==> src/rtl/moving_avg_filter.sv <==
// Multi-channel boxcar moving-average filter with an exact running-sum accumulator.
// Handshaked in/out, one-cycle latency, bypass, synchronous history clear and a primed flag.
module moving_avg_filter #(
  parameter int DATA_W    = 24,
  parameter int LOG2_TAPS = 3,
  parameter int CHANNELS  = 2
) (
  input  logic                         clock,
  input  logic                         reset,
  input  logic                         in_valid,
  output logic                         in_ready,
  input  logic [CHANNELS*DATA_W-1:0]   in_data,
  input  logic                         bypass,
  input  logic                         clear,
  output logic                         out_valid,
  input  logic                         out_ready,
  output logic [CHANNELS*DATA_W-1:0]   out_data,
  output logic                         primed
);

  localparam int N     = 1 << LOG2_TAPS;
  localparam int ACC_W = DATA_W + LOG2_TAPS;
  localparam logic [LOG2_TAPS:0] FILL_FULL = (LOG2_TAPS + 1)'(N);

  logic                        wipe;
  logic                        accept;
  logic [LOG2_TAPS-1:0]        wp_reg;
  logic [LOG2_TAPS:0]          fill_reg;
  logic [LOG2_TAPS:0]          fill_next;
  logic                        primed_reg;
  logic                        out_valid_reg;
  logic [CHANNELS*DATA_W-1:0]  out_data_reg;
  logic [CHANNELS*DATA_W-1:0]  result;

  assign wipe      = reset | clear;
  assign in_ready  = ~wipe & (~out_valid_reg | out_ready);
  assign accept    = in_valid & in_ready;
  assign fill_next = (fill_reg == FILL_FULL) ? fill_reg : fill_reg + 1'b1;

  generate
    for (genvar gi = 0; gi < CHANNELS; gi++) begin : g_chan
      logic signed [DATA_W-1:0] hist_reg [N];
      logic signed [ACC_W-1:0]  acc_reg;
      logic signed [ACC_W-1:0]  acc_next;
      logic signed [DATA_W-1:0] new_s;
      logic signed [DATA_W-1:0] old_s;

      assign new_s    = in_data[gi*DATA_W +: DATA_W];
      assign old_s    = hist_reg[wp_reg];
      // Add the incoming sample and retire the one it overwrites; the sum stays exact.
      assign acc_next = acc_reg + {{LOG2_TAPS{new_s[DATA_W-1]}}, new_s}
                                - {{LOG2_TAPS{old_s[DATA_W-1]}}, old_s};
      // Arithmetic shift gives floor division; the mean always fits in DATA_W.
      assign result[gi*DATA_W +: DATA_W] = bypass ? new_s : DATA_W'(acc_next >>> LOG2_TAPS);

      always_ff @(posedge clock) begin
        if (wipe) begin
          for (int i = 0; i < N; i++) hist_reg[i] <= '0;
          acc_reg <= '0;
        end else if (accept) begin
          hist_reg[wp_reg] <= new_s;
          acc_reg          <= acc_next;
        end
      end
    end
  endgenerate

  always_ff @(posedge clock) begin
    if (wipe) begin
      wp_reg        <= '0;
      fill_reg      <= '0;
      primed_reg    <= 1'b0;
      out_valid_reg <= 1'b0;
      out_data_reg  <= '0;
    end else if (accept) begin
      wp_reg        <= wp_reg + 1'b1;
      fill_reg      <= fill_next;
      primed_reg    <= (fill_next == FILL_FULL);
      out_valid_reg <= 1'b1;
      out_data_reg  <= result;
    end else if (out_ready) begin
      out_valid_reg <= 1'b0;
    end
  end

  assign out_valid = out_valid_reg;
  assign out_data  = out_data_reg;
  assign primed    = primed_reg;

endmodule

==> config.mk <==
export PLATFORM = sky130hd
export DESIGN_NAME = moving_avg_filter
export DESIGN_NICKNAME = d
export VERILOG_FILES = /design/src/rtl/moving_avg_filter.sv
export SDC_FILE = /design/constraint.sdc
export NUM_CORES = 1
export LEC_CHECK = 0
export BUFFER_PORTS_ARGS = -buffer_cell sky130_fd_sc_hd__clkbuf_2
export CAP_MARGIN = 20
export CORE_AREA = 10 10 228 230
export DETAILED_ROUTE_END_ITERATION = 8
export DIE_AREA = 0 0 238 240
export PLACE_DENSITY = 0.8
export SLEW_MARGIN = 20
export SYNTH_ARGS = -nofsm -noshare
export SYNTH_HDL_FRONTEND = slang
export SYNTH_SLANG_ARGS = --single-unit
==> constraint.sdc <==
create_clock -name clock -period 7.4 [get_ports clock]
set_clock_uncertainty 0.05 [all_clocks]
set_input_delay 1.48 -clock clock [delete_from_list [all_inputs] [get_ports clock]]
set_output_delay 1.48 -clock clock [all_outputs]
set_load 0.03 [all_outputs]
==> After elaboration in Yosys (flattened, before gate mapping) <==
Memory sizes are Yosys's and may differ from the RTL's. A register that Yosys moved wholly into a read port is not among the register bits.
Index checks and enable logic that the tools add are counted.
W data, S select, Z words.
{ "word_totals": {"ff_bits": 111, "latch_bits": 0, "mem_bits_rw": 384, "romBits": 0, "in_bits": 54, "out_inout_bits": 51, "wordCells": 46, "memories": 2} }
{ "op_classes": {"addsub": 6, "n_mul": 0, "div": 0, "order_cmp": 0, "eq_ne": 2, "n_shift": 0, "n_mux": 20, "n_bitwise": 6, "n_reduce_logical": 3} }
{ "mem_list": {"columns": ["memory", "words", "width", "rd", "rd_clocked_by_memory_dff", "wr", "line", "rtl"], "rows": [
  ["g_chan[0].hist_reg", 8, 24, 1, 1, 8, "42", "logic signed [DATA_W-1:0] hist_reg [N];"],
  ["g_chan[1].hist_reg", 8, 24, 1, 1, 8, "42", null]
]} }
{ "ops": {"columns": ["operator", "count"], "rows": [
  ["$mux W24", 4],
  ["$add A27 B27 Y27", 2],
  ["$sub A27 B27 Y27", 2],
  ["$reduce_or A24 Y1", 2],
  ["$mux W3", 6],
  ["$mux W1", 9],
  ["$eq A4 B4 Y1 const B", 2],
  ["$add A4 B1 Y4 const B", 1],
  ["$mux W4", 1],
  ["$add A3 B1 Y3 const B", 1],
  ["$and A1 B1 Y1", 2],
  ["$not A1 Y1", 2],
  ["$or A1 B1 Y1", 2],
  ["$reduce_bool A2 Y1", 1]
]} }

==> Depth between registers and ports, before layout <==
Gate-level depths: netlist of run 1.
{ "depth": {"ltp_word": 9, "ltp_mapped": 18, "ltp_nobuf": 15} }

==> Worst setup path before layout of run 1 <==
Ideal clock, no wire load.
{ "synth_path": {"kind": "input to register", "start": "in clear", "end": "mem g_chan[0].hist_reg[6][0] (enable)", "setup_time_ns": 0.520, "arrival_time_ns": 5.678, "required_time_ns": 6.830, "slack_ns": 1.152, "path_stages": 4, "path_buffers": 1, "cell_sequence": "nor2_1 > nand3_1 > clkbuf_1 > o21ai_0"} }
{ "synth_rtl": {"columns": ["item", "line", "rtl"], "rows": [
  ["start, declared", "14", "input logic clear,"],
  ["end, declared", "42", null]
]} }

==> results of run 1 <==
final cells by class:
cell class / instances / share of cell area (%)
Sequential cell: 498 / 48.2
Clock buffer: 68 / 5.03
Antenna cell: 2 / 0.0175
Inverter: 206 / 2.70
Clock inverter: 29 / 1.40
Tap cell: 615 / 2.68
Timing Repair Buffer: 142 / 2.91
Multi-Input combinational cell: 1309 / 37.1
synthesized netlist by cell type, drive strengths merged (42+ instances only):
cell type and number:
and2 94, nor3 143, mux2 43, edfxtp 384, dfxtp 114, o21ai 70
inv 164, nand2 130, nor4 180, fa 52, a21oi 107, ha 59
clkinv 42, mux4 96, nor2 98, clkbuf 153
logic make-up (layout without fill, tap and decap cells):
| family | after synthesis | in the layout | synth area share, % |
|---|---|---|---|
| and+or+nand+nor | 699 | 699 | 14.1 |
| DFF | 498 | 498 | 53.6 |
| buffers and inverters | 378 | 445 | 5.56 |
| AOI/OAI and AO/OA | 287 | 287 | 6.97 |
| muxes | 157 | 157 | 11.0 |
| adders and majority gates | 111 | 111 | 6.91 |
| xor gates and xnor gates | 55 | 55 | 1.87 |
| other | 0 | 2 | 0 |
critical path: stages (launching register included):
cell      delay (ps)
dfxtp_4          860
buf_4            610
mux4_2           590
mux2_2           290
fa_1             500
inv_1             50
ha_1             370
a21o_1           230
a221o_1          340
a41oi_2          380
o22ai_2          200
o22ai_1          270
o21bai_1         160
xnor2_1          230
o21ai_0          100
per-stage QoR:
stage                     power (mW)  setup WS (ps)
after floorplan                 4.56           1150
after global placement          4.99           2130
after detailed placement        5.04           2000
after CTS                       7.84           1960
after global routing            8.17           1600
final                           7.87           2000
path summary, 6_finish.rpt:
check                                  from               endpoint  slack, ps  cells after the start
worst max-delay path               register  g_chan[1].acc_reg[23]       2000                     14
worst min-delay path            out_data[9]            out_data[9]        400                      2
worst max register to register     register  g_chan[1].acc_reg[23]       2000                     14
worst min register to register  out_data[9]            out_data[9]        400                      2
report_power, final:
part,switching [mW],total (mW),internal (mW)
logic,1.16,1.82,0.655
registers,0.0726,3.23,3.16
clock network,1.13,2.82,1.69
per-layer routing:
metal | wire [microns] | part of all wire (%)
met4 | 1950 | 2.7
met5 | 13 | 0.018
met2 | 34000 | 48
met3 | 8000 | 11
met1 | 27600 | 39
==> summary.txt, run 1 <==
Run status
  • Status: completed

Cells and area
  • Final core utilization: around 61%
  • Nets: between 2,000 and 2,500
  • Design area: between 0.02 and 0.03 sq mm
  • Final instance count without filler cells: about 2,900
  • Fill count: about 3,600
  • Layout cells sized above 1: between 15 and 20%
  • Max FFs per register: about 380
  • Register Area: between 0.01 and 0.015 sq mm
  • Combined area of the multi-input logic cells: 0.0106 sq mm
  • Area Growth Syn to Fin: 11.4%
  • Most frequent cells in the layout: edfxtp_1, nor4_1, inv_1
  • Most common cell after layout, fill and taps aside: edfxtp_1

Floorplanning
  • Initial Utilization: a little over half
  • Top Ports: between 100 and 150
  • Core box area: 0.0473 sq mm
  • Die extent in x: about 240 microns
  • FP Rows: 80
  • DIE HEIGHT: around 240 microns
  • Die Area: approximately 0.057 sq mm

Synthesis
  • Syn avg cell area: between 10 and 15 sq um
  • Post-Synthesis Cells: ~2,200
  • Synth async-reset ratio: 0%
  • Seq cells post-synth: about 500
  • Synth top area cells: edfxtp_1, dfxtp_1, mux4_2
  • Yosys cell types: 63
  • Register area share after synthesis: about 54%
  • Synth warnings: 0
  • Syn nets: approximately 2,400
  • Synthesized area: roughly 0.026 sq mm
  • Number of flops mapped to enable cells by yosys: around 380
  • Synth top area share: between 40% and 50%
  • Main flop type after synthesis: edfxtp_1
  • Post-synth top area cell: edfxtp_1

Clocking
  • Clock Path Buffers: 3
  • Clk_lat worst skew: 600 ps
  • Hold_buf cts: 0
  • Setup repair bufs after CTS: 0
  • CTS tree: built
  • CTS root buf: clkbuf_16
  • Post-CTS resize count: 0
  • Maximum level of the CTS H-tree: 2
  • CTS sink count: ~500
  • CTS clk-pin slew, worst paths: 60 ps
  • Num CTS Buffers: 52

Routing
  • Drt first pass iters: 8
  • Drt wl/cell: approximately 25 microns
  • Initial drt markers: between 2,000 and 2,500
  • Via count: 18,600
  • Residual DRC count: 0
  • Routed wire length: approximately 71,000 microns
  • Routed Antenna Nets: 0
  • DR vias/cell: 6.50

Placement
  • Post-DP Area: 0.0268 sq mm
  • IO buf count: 104
  • Placer Congestion: about 0.92
  • Dpl hpwl: between 40,000 and 50,000 microns
  • Placed insts: 2,770

Power and ir drop
  • PwrDens: approximately 270 mW/mm^2
  • Maximum vdd drop: roughly 180 uV
  • Pleak: 10.8 nW

STA
  • Period utilisation layout: roughly 73%
  • Setup Viol. Count Final: 0
  • Normalized max-slew margin: 29.1%
  • Fin Hold WS: roughly 400 ps
  • RSZ-0062 raised after global routing: false
  • Final Hold Viols: 0
  • Max-slew violations: 0
  • Worst Max-Slew Pin Slew: between 1000 and 1500 ps
  • TNS Setup: 0 ps
  • Fin crit period: 5400 ps
  • Fmax: between 150 and 200 MHz

GRT
  • Initial antenna violation count: 2
  • Total GRT Usage: around a quarter
  • GRT overflow: 0
  • Met2 GRT Util: between 40% and 50%
  • Gr busiest metal: met2
  • Vias in the first global route: ~19,000
  • GR Util met3: under 10%
  • Pin count of the biggest net entering global routing: 86
  • GRT met1 Usage: 32.3%
  • First-pass GRT wire length: roughly 110,000 microns

Setup path
  • Crit Path Class: register to register
  • CP Data Arrival Time: roughly 5800 ps
  • Crit-path max FO: 37
  • Startpoint Class: register
  • Crit path required time: between 7000 and 8000 ps
  • CP endpoint kind: register

Flow run
  • Maxcap violations: 0

Min path
  • HP Class: register to register
(Power assumes the default switching activity.)
==> run 2: changes to the inputs <==
Clock period 7.4 ns to 5.5 ns, I/O delays scaled along.
==> run 2 against run 1 <==
Register-to-register slack worse by 1500 ps. Via count down 0.58%. First-iteration DRC count is 14% lower. Final area fell by 0.21%. Combinational power up 36%. Fmax is 7.4% higher. Sequential power grew 34%. Critical path type unchanged. Flip-flop and latch count unchanged. Sequential share of layout area grew 0.10 points. Clock power rose by 26%. Final cell count increased by 0.21%. Non-clock buffer count up 8. Highest routed layer is now met4.
==> summary.txt, run 2 (synthesized netlist as in run 1, its figures left out) <==
Clocking
  • CTS tree: built (unchanged)
  • CTS root buf: clkbuf_16 (unchanged)
  • Hold_buf cts: 0 (unchanged)
  • Setup repair bufs after CTS: 0 (unchanged)
  • Clock Path Buffers: 3 (unchanged)
  • Num CTS Buffers: 51 (was 52)
  • CTS sink count: 498 (unchanged)
  • Clk_lat worst skew: 600 ps (about the same)
  • Maximum level of the CTS H-tree: 2 (unchanged)
  • CTS clk-pin slew, worst paths: 60 ps (about the same)
  • Post-CTS resize count: 0 (unchanged)

Min path
  • Worst hold start: out_data[9] (unchanged)
  • Hold Path Depth: 2 (unchanged)
  • HP Class: register to register (unchanged)
  • Hold path endpoint: out_data[9] (unchanged)

STA
  • Period utilisation layout: 91.5% (was 73.0%)
  • TNS Setup: 0 ps (unchanged)
  • Worst Max-Slew Pin Slew: 1110 ps (was 1060 ps)
  • Setup ws final: 470 ps (was 2000 ps)
  • Setup Viol. Count Final: 0 (unchanged)
  • Final Hold Viols: 0 (unchanged)
  • Fmax: 199 MHz (was 185 MHz)
  • Normalized max-slew margin: 26.3% (was 29.1%)
  • Max-slew violations: 0 (unchanged)
  • Fin crit period: 5030 ps (was 5400 ps)
  • RSZ-0062 raised after global routing: false (unchanged)

Cells and area
  • Combined area of the multi-input logic cells: 0.0106 sq mm (about the same)
  • Most frequent cells in the layout: edfxtp_1, nor4_1, inv_1 (unchanged)
  • Register Area: 0.0138 sq mm (unchanged)
  • Nets: 2,381 (was 2,374)
  • Final core utilization: 60.4% (was 60.6%)
  • Layout cells sized above 1: 17.9% (was 18.0%)
  • Most common cell after layout, fill and taps aside: edfxtp_1 (unchanged)
  • Fill count: 3,654 (was 3,582)
  • Max FFs per register: 384 (unchanged)
  • Area Growth Syn to Fin: 11.2% (was 11.4%)

Routing
  • Routed Antenna Nets: 0 (unchanged)
  • Initial drt markers: 2,018 (was 2,340)
  • Residual DRC count: 0 (unchanged)
  • DR vias/cell: 6.44 (was 6.50)
  • Drt wl/cell: 24.7 microns (was 24.9 microns)
  • Routed wire length: 71,000 microns (was 71,500 microns)
  • Via count: 18,500 (was 18,600)
  • Drt first pass iters: 8 (unchanged)

Placement
  • Dpl hpwl: 44,000 microns (was 43,700 microns)
  • IO buf count: 104 (unchanged)
  • Placer Congestion: 0.946 (was 0.919)
  • Setup WS pre-CTS: 574 ps (was 2000 ps)

GRT
  • Gr busiest metal: met2 (unchanged)
  • Vias in the first global route: 18,900 (about the same)
  • GR Util met3: 4.73% (was 5.40%)
  • Met2 GRT Util: 40.3% (about the same)
  • GRT met1 Usage: 33.1% (was 32.3%)
  • Pin count of the biggest net entering global routing: 116 (was 86)
  • Initial antenna violation count: 2 (unchanged)
  • First-pass GRT wire length: 110,000 microns (about the same)
  • GRT overflow: 0 (unchanged)
  • Total GRT Usage: 24.8% (about the same)

Setup path
  • Reg2Reg Depth: 14 (unchanged)
  • Startpoint Class: register (unchanged)
  • R2R Path End: out_data[45] (was g_chan[1].acc_reg[23])
  • Crit path required time: 5930 ps (was 7790 ps)
  • CP endpoint kind: register (unchanged)
  • Crit-path max FO: 32 (was 37)
  • CP Data Arrival Time: 5460 ps (was 5790 ps)
  • Reg2Reg Setup Slack: 470 ps (was 2000 ps)
  • Crit Path Class: register to register (unchanged)

Floorplanning
  • DIE HEIGHT: 240 microns (unchanged)
  • Top Ports: 105 (unchanged)
  • Die extent in x: 238 microns (unchanged)
  • FP Rows: 80 (unchanged)
  • Die Area: 0.0571 sq mm (unchanged)
  • Core box area: 0.0473 sq mm (unchanged)
  • Initial Utilization: 54.4% (unchanged)

Power and ir drop
  • PwrDens: 362 mW/mm^2 (was 274 mW/mm^2)
  • Pleak: 10.7 nW (was 10.8 nW)
  • Maximum vdd drop: 263 uV (was 185 uV)

Run status
  • Status: completed (unchanged)

Flow run
  • Maxcap violations: 0 (unchanged)
-- run 2: cell count changes in the layout (fill, tap and decap cells not counted), sizes merged --
cell      change
clkbuf        -3
diode         +1
buf           +8
clkinvlp      -2
clkinv        +8
inv           -2
bufinv        -4
-- run 2: worst max path at each step --
| stage | start | cells past startpoint | endpoint | slack [ps] |
|---|---|---|---|---|
| finish | register | 14 | out_data[45] | 470 |
| CTS | register | 14 | out_data[45] | 540 |
| global placement | register | 14 | out_data[45] | 620 |
| global route | register | 15 | out_data[21] | 260 |
| detailed placement | register | 14 | out_data[45] | 570 |
| floorplan | register | 17 | out_data[21] | 920 |
-- run 2: report_power, final --
| part | internal [mW] | switching [mW] |
|---|---|---|
| clock network | 2.05 | 1.49 |
| logic | 0.889 | 1.58 |
| registers | 4.25 | 0.0968 |
-- run 2: cell type report --
type                    instances  area share [%]
clock inverters                29           0.909
repair buffers                150            3.29
flip-flops and latches        498            48.3
well taps                     615            2.69
clock buffers                  65            4.97
inverters                     206            2.71
multi-input cells            1309            37.1
diodes                          3          0.0262
-- run 2: through the flow --
| step | cells | instance area, sq um | hold WS, ps | power [mW] |
|---|---|---|---|---|
| 2_1_floorplan | 2185 | 25700 | 382 | 6.13 |
| 3_3_place_gp | 2778 | 26900 | 391 | 6.73 |
| 5_1_grt | 2872 | 28600 | 429 | 10.7 |
| 4_1_cts | 2872 | 28600 | 402 | 10.3 |
| 6_report | 2875 | 28600 | 405 | 10.4 |
| 3_5_place_dp | 2778 | 26900 | 395 | 6.81 |
-- run 2: worst max-delay path, stage by stage, from the launching register on --
cell and delay (ps):
dfxtp_4 690, buf_4 500, mux4_2 380, mux2_2 300
fa_1 480, inv_1 50, ha_1 350, nand2_1 200
nor4_1 370, o211ai_1 210, nand3_1 140, o21ai_0 260
o311a_1 450, xnor2_1 150, o311a_1 290
-- run 2: routing by layer --
metal	wire length [microns]	up-vias
met5	0	-
met4	1940	0
met3	7580	148
met2	34000	1097
met1	27500	9160
li1	-	8123
==> run 3: changes to the inputs <==
Settings changed: CORE_AREA 10 10 228 230 to 10 10 246 248, DIE_AREA 0 0 238 240 to 0 0 256 258, PLACE_DENSITY 0.8 to 0.71, TNS_END_PERCENT set to 30.
==> run 3 against run 2 <==
Utilization fell by 8.5 points. Largest cell class unchanged. Sequential share of layout area shrank 0.53 points. Flip-flop and latch count unchanged. Worst hold slack worse by 1.3 ps. Wire length is 0.54% higher. Critical endpoint is now out_data[15]. Via count is 0.86% lower. Final cell count rose by 5.0%. Power up 1.7%. Combinational power hardly changed.
==> summary.txt, run 3 (synthesized netlist as in run 1, its figures left out) <==
Run status
  • Status: completed (unchanged)

GRT
  • Gr busiest metal: met2 (unchanged)
  • GRT overflow: 0 (unchanged)
  • GRT met1 Usage: 28.7% (was 33.1%)
  • Initial antenna violation count: 2 (unchanged)
  • Total GRT Usage: 21.4% (was 24.8%)
  • Met2 GRT Util: 34.1% (was 40.3%)
  • Vias in the first global route: 18,600 (was 18,900)
  • Pin count of the biggest net entering global routing: 90 (was 116)
  • First-pass GRT wire length: 111,000 microns (was 110,000 microns)
  • GR Util met3: 4.79% (was 4.73%)

Floorplanning
  • Initial Utilization: 46.2% (was 54.4%)
  • Top Ports: 105 (unchanged)
  • DIE HEIGHT: 258 microns (was 240 microns)
  • Die extent in x: 256 microns (was 238 microns)
  • Die Area: 0.0660 sq mm (was 0.0571 sq mm)
  • Core box area: 0.0557 sq mm (was 0.0473 sq mm)
  • FP Rows: 87 (was 80)

Power and ir drop
  • Sw frac: 30.2% (was 30.6%)
  • NetSw: 3.18 mW (was 3.17 mW)
  • Final Power: 10.5 mW (was 10.4 mW)
  • Pleak: 10.8 nW (was 10.7 nW)
  • Comb power frac: 23.4% (was 23.8%)
  • Maximum vdd drop: 240 uV (was 263 uV)
  • Reg power frac: 41.2% (was 41.9%)
  • PwrDens: 364 mW/mm^2 (was 362 mW/mm^2)
  • Clk pwr share: 35.4% (was 34.2%)
  • Internal power: 7.35 mW (was 7.18 mW)

Cells and area
  • Final instance count without filler cells: 3,020 (was 2,875)
  • Area Growth Syn to Fin: 12.4% (was 11.2%)
  • Fill count: 4,862 (was 3,654)
  • Most common cell after layout, fill and taps aside: edfxtp_1 (unchanged)
  • Most frequent cells in the layout: edfxtp_1, nor4_1, inv_1 (unchanged)
  • Max FFs per register: 384 (unchanged)
  • Final core utilization: 51.9% (was 60.4%)
  • Nets: 2,385 (was 2,381)
  • Layout cells sized above 1: 18.3% (was 17.9%)

Placement
  • Placer Congestion: 0.952 (was 0.946)
  • Setup WS pre-CTS: 696 ps (was 574 ps)
  • IO buf count: 104 (unchanged)
  • Placed insts: 2,922 (was 2,778)
  • Dpl hpwl: 44,700 microns (was 44,000 microns)

Clocking
  • CTS root buf: clkbuf_16 (unchanged)
  • CTS sink count: 498 (unchanged)
  • Post-CTS resize count: 0 (unchanged)
  • Setup repair bufs after CTS: 0 (unchanged)
  • Clock Path Buffers: 3 (unchanged)
  • CTS tree: built (unchanged)
  • Num CTS Buffers: 52 (was 51)
  • Hold_buf cts: 0 (unchanged)
  • Maximum level of the CTS H-tree: 2 (unchanged)
  • CTS clk-pin slew, worst paths: 60 ps (about the same)
  • Clk_lat worst skew: 610 ps (was 600 ps)

Setup path
  • Crit path required time: 5980 ps (was 5930 ps)
  • CP Data Arrival Time: 5460 ps (about the same)
  • Crit Path Class: register to register (unchanged)
  • Startpoint Class: register (unchanged)
  • Crit-path max FO: 30 (was 32)
  • CP endpoint kind: register (unchanged)

STA
  • Setup ws final: 520 ps (was 470 ps)
  • TNS Setup: 0 ps (unchanged)
  • Setup Viol. Count Final: 0 (unchanged)
  • Final Hold Viols: 0 (unchanged)
  • Worst Max-Slew Pin Slew: 1030 ps (was 1110 ps)
  • Fmax: 201 MHz (was 199 MHz)
  • Normalized max-slew margin: 31.6% (was 26.3%)
  • Fin crit period: 4980 ps (was 5030 ps)
  • Period utilisation layout: 90.5% (was 91.5%)
  • RSZ-0062 raised after global routing: false (unchanged)
  • Max-slew violations: 0 (unchanged)

Routing
  • DR vias/cell: 6.08 (was 6.44)
  • Drt wl/cell: 23.6 microns (was 24.7 microns)
  • Routed Antenna Nets: 0 (unchanged)
  • Routed wire length: 71,400 microns (was 71,000 microns)
  • Drt first pass iters: 6 (was 8)
  • Via count: 18,400 (was 18,500)
  • Initial drt markers: 2,083 (was 2,018)
  • Residual DRC count: 0 (unchanged)

Min path
  • HP Class: register to register (unchanged)

Flow run
  • Maxcap violations: 0 (unchanged)
-- run 3: cell count changes in the layout (fill, tap and decap cells not counted), sizes merged --
cell    change
bufinv      +3
clkinv      -3
diode       -2
inv         +3
buf         +3
-- run 3: worst max-delay path, stage by stage (launching register included) --
cell and delay, ps:
dfxtp_4 640, buf_12 330, mux4_2 540, mux2_2 280, fa_1 490, inv_1 40, ha_1 440, o211ai_1 200
a32o_1 320, o31ai_1 530, a221oi_1 230, xor2_1 210, o21ai_0 320, o21ai_0 150, nor2_1 110
-- run 3: layout make-up --
cell class	count	area, sq um	share of cell area (%)
Antenna cell	1	2.50	0.00865
Clock buffer	65	1430	4.95
Clock inverter	32	365	1.26
Inverter	206	773	2.67
Multi-Input combinational cell	1309	10600	36.7
Sequential cell	498	13800	47.8
Tap cell	756	946	3.27
Timing Repair Buffer	153	976	3.37
-- run 3: power groups by stage --
stage | Combinational, mW | Sequential [mW] | Clock (mW)
4_1_cts | 2.41 | 4.34 | 3.77
3_3_place_gp | 2.35 | 4.41 | 0
6_report | 2.46 | 4.34 | 3.72
5_1_grt | 2.70 | 4.36 | 3.91
2_1_floorplan | 1.70 | 4.44 | 0
3_5_place_dp | 2.39 | 4.42 | 0
-- run 3: per-layer routing --
metal	wire length, microns	share of wire, %
met5	10	0.014
met1	29300	41
met4	1780	2.5
met2	33300	47
met3	7000	9.8
-- run 3: final timing paths --
| check | startpoint | to | slack, ps | cells after the start |
|---|---|---|---|---|
| min reg2reg | g_chan[0].acc_reg[20] | g_chan[0].acc_reg[20] | 400 | 2 |
| min | g_chan[0].acc_reg[20] | g_chan[0].acc_reg[20] | 400 | 2 |
| max reg2reg | register | out_data[15] | 520 | 14 |
| max | register | out_data[15] | 520 | 14 |
-- run 3: stage by stage --
step                hold WS (ps)  cell area [sq um]
floorplan                    382              25700
detailed placement           396              27100
global route                 425              28900
CTS                          404              28900
global placement             392              27100
finish                       404              28900
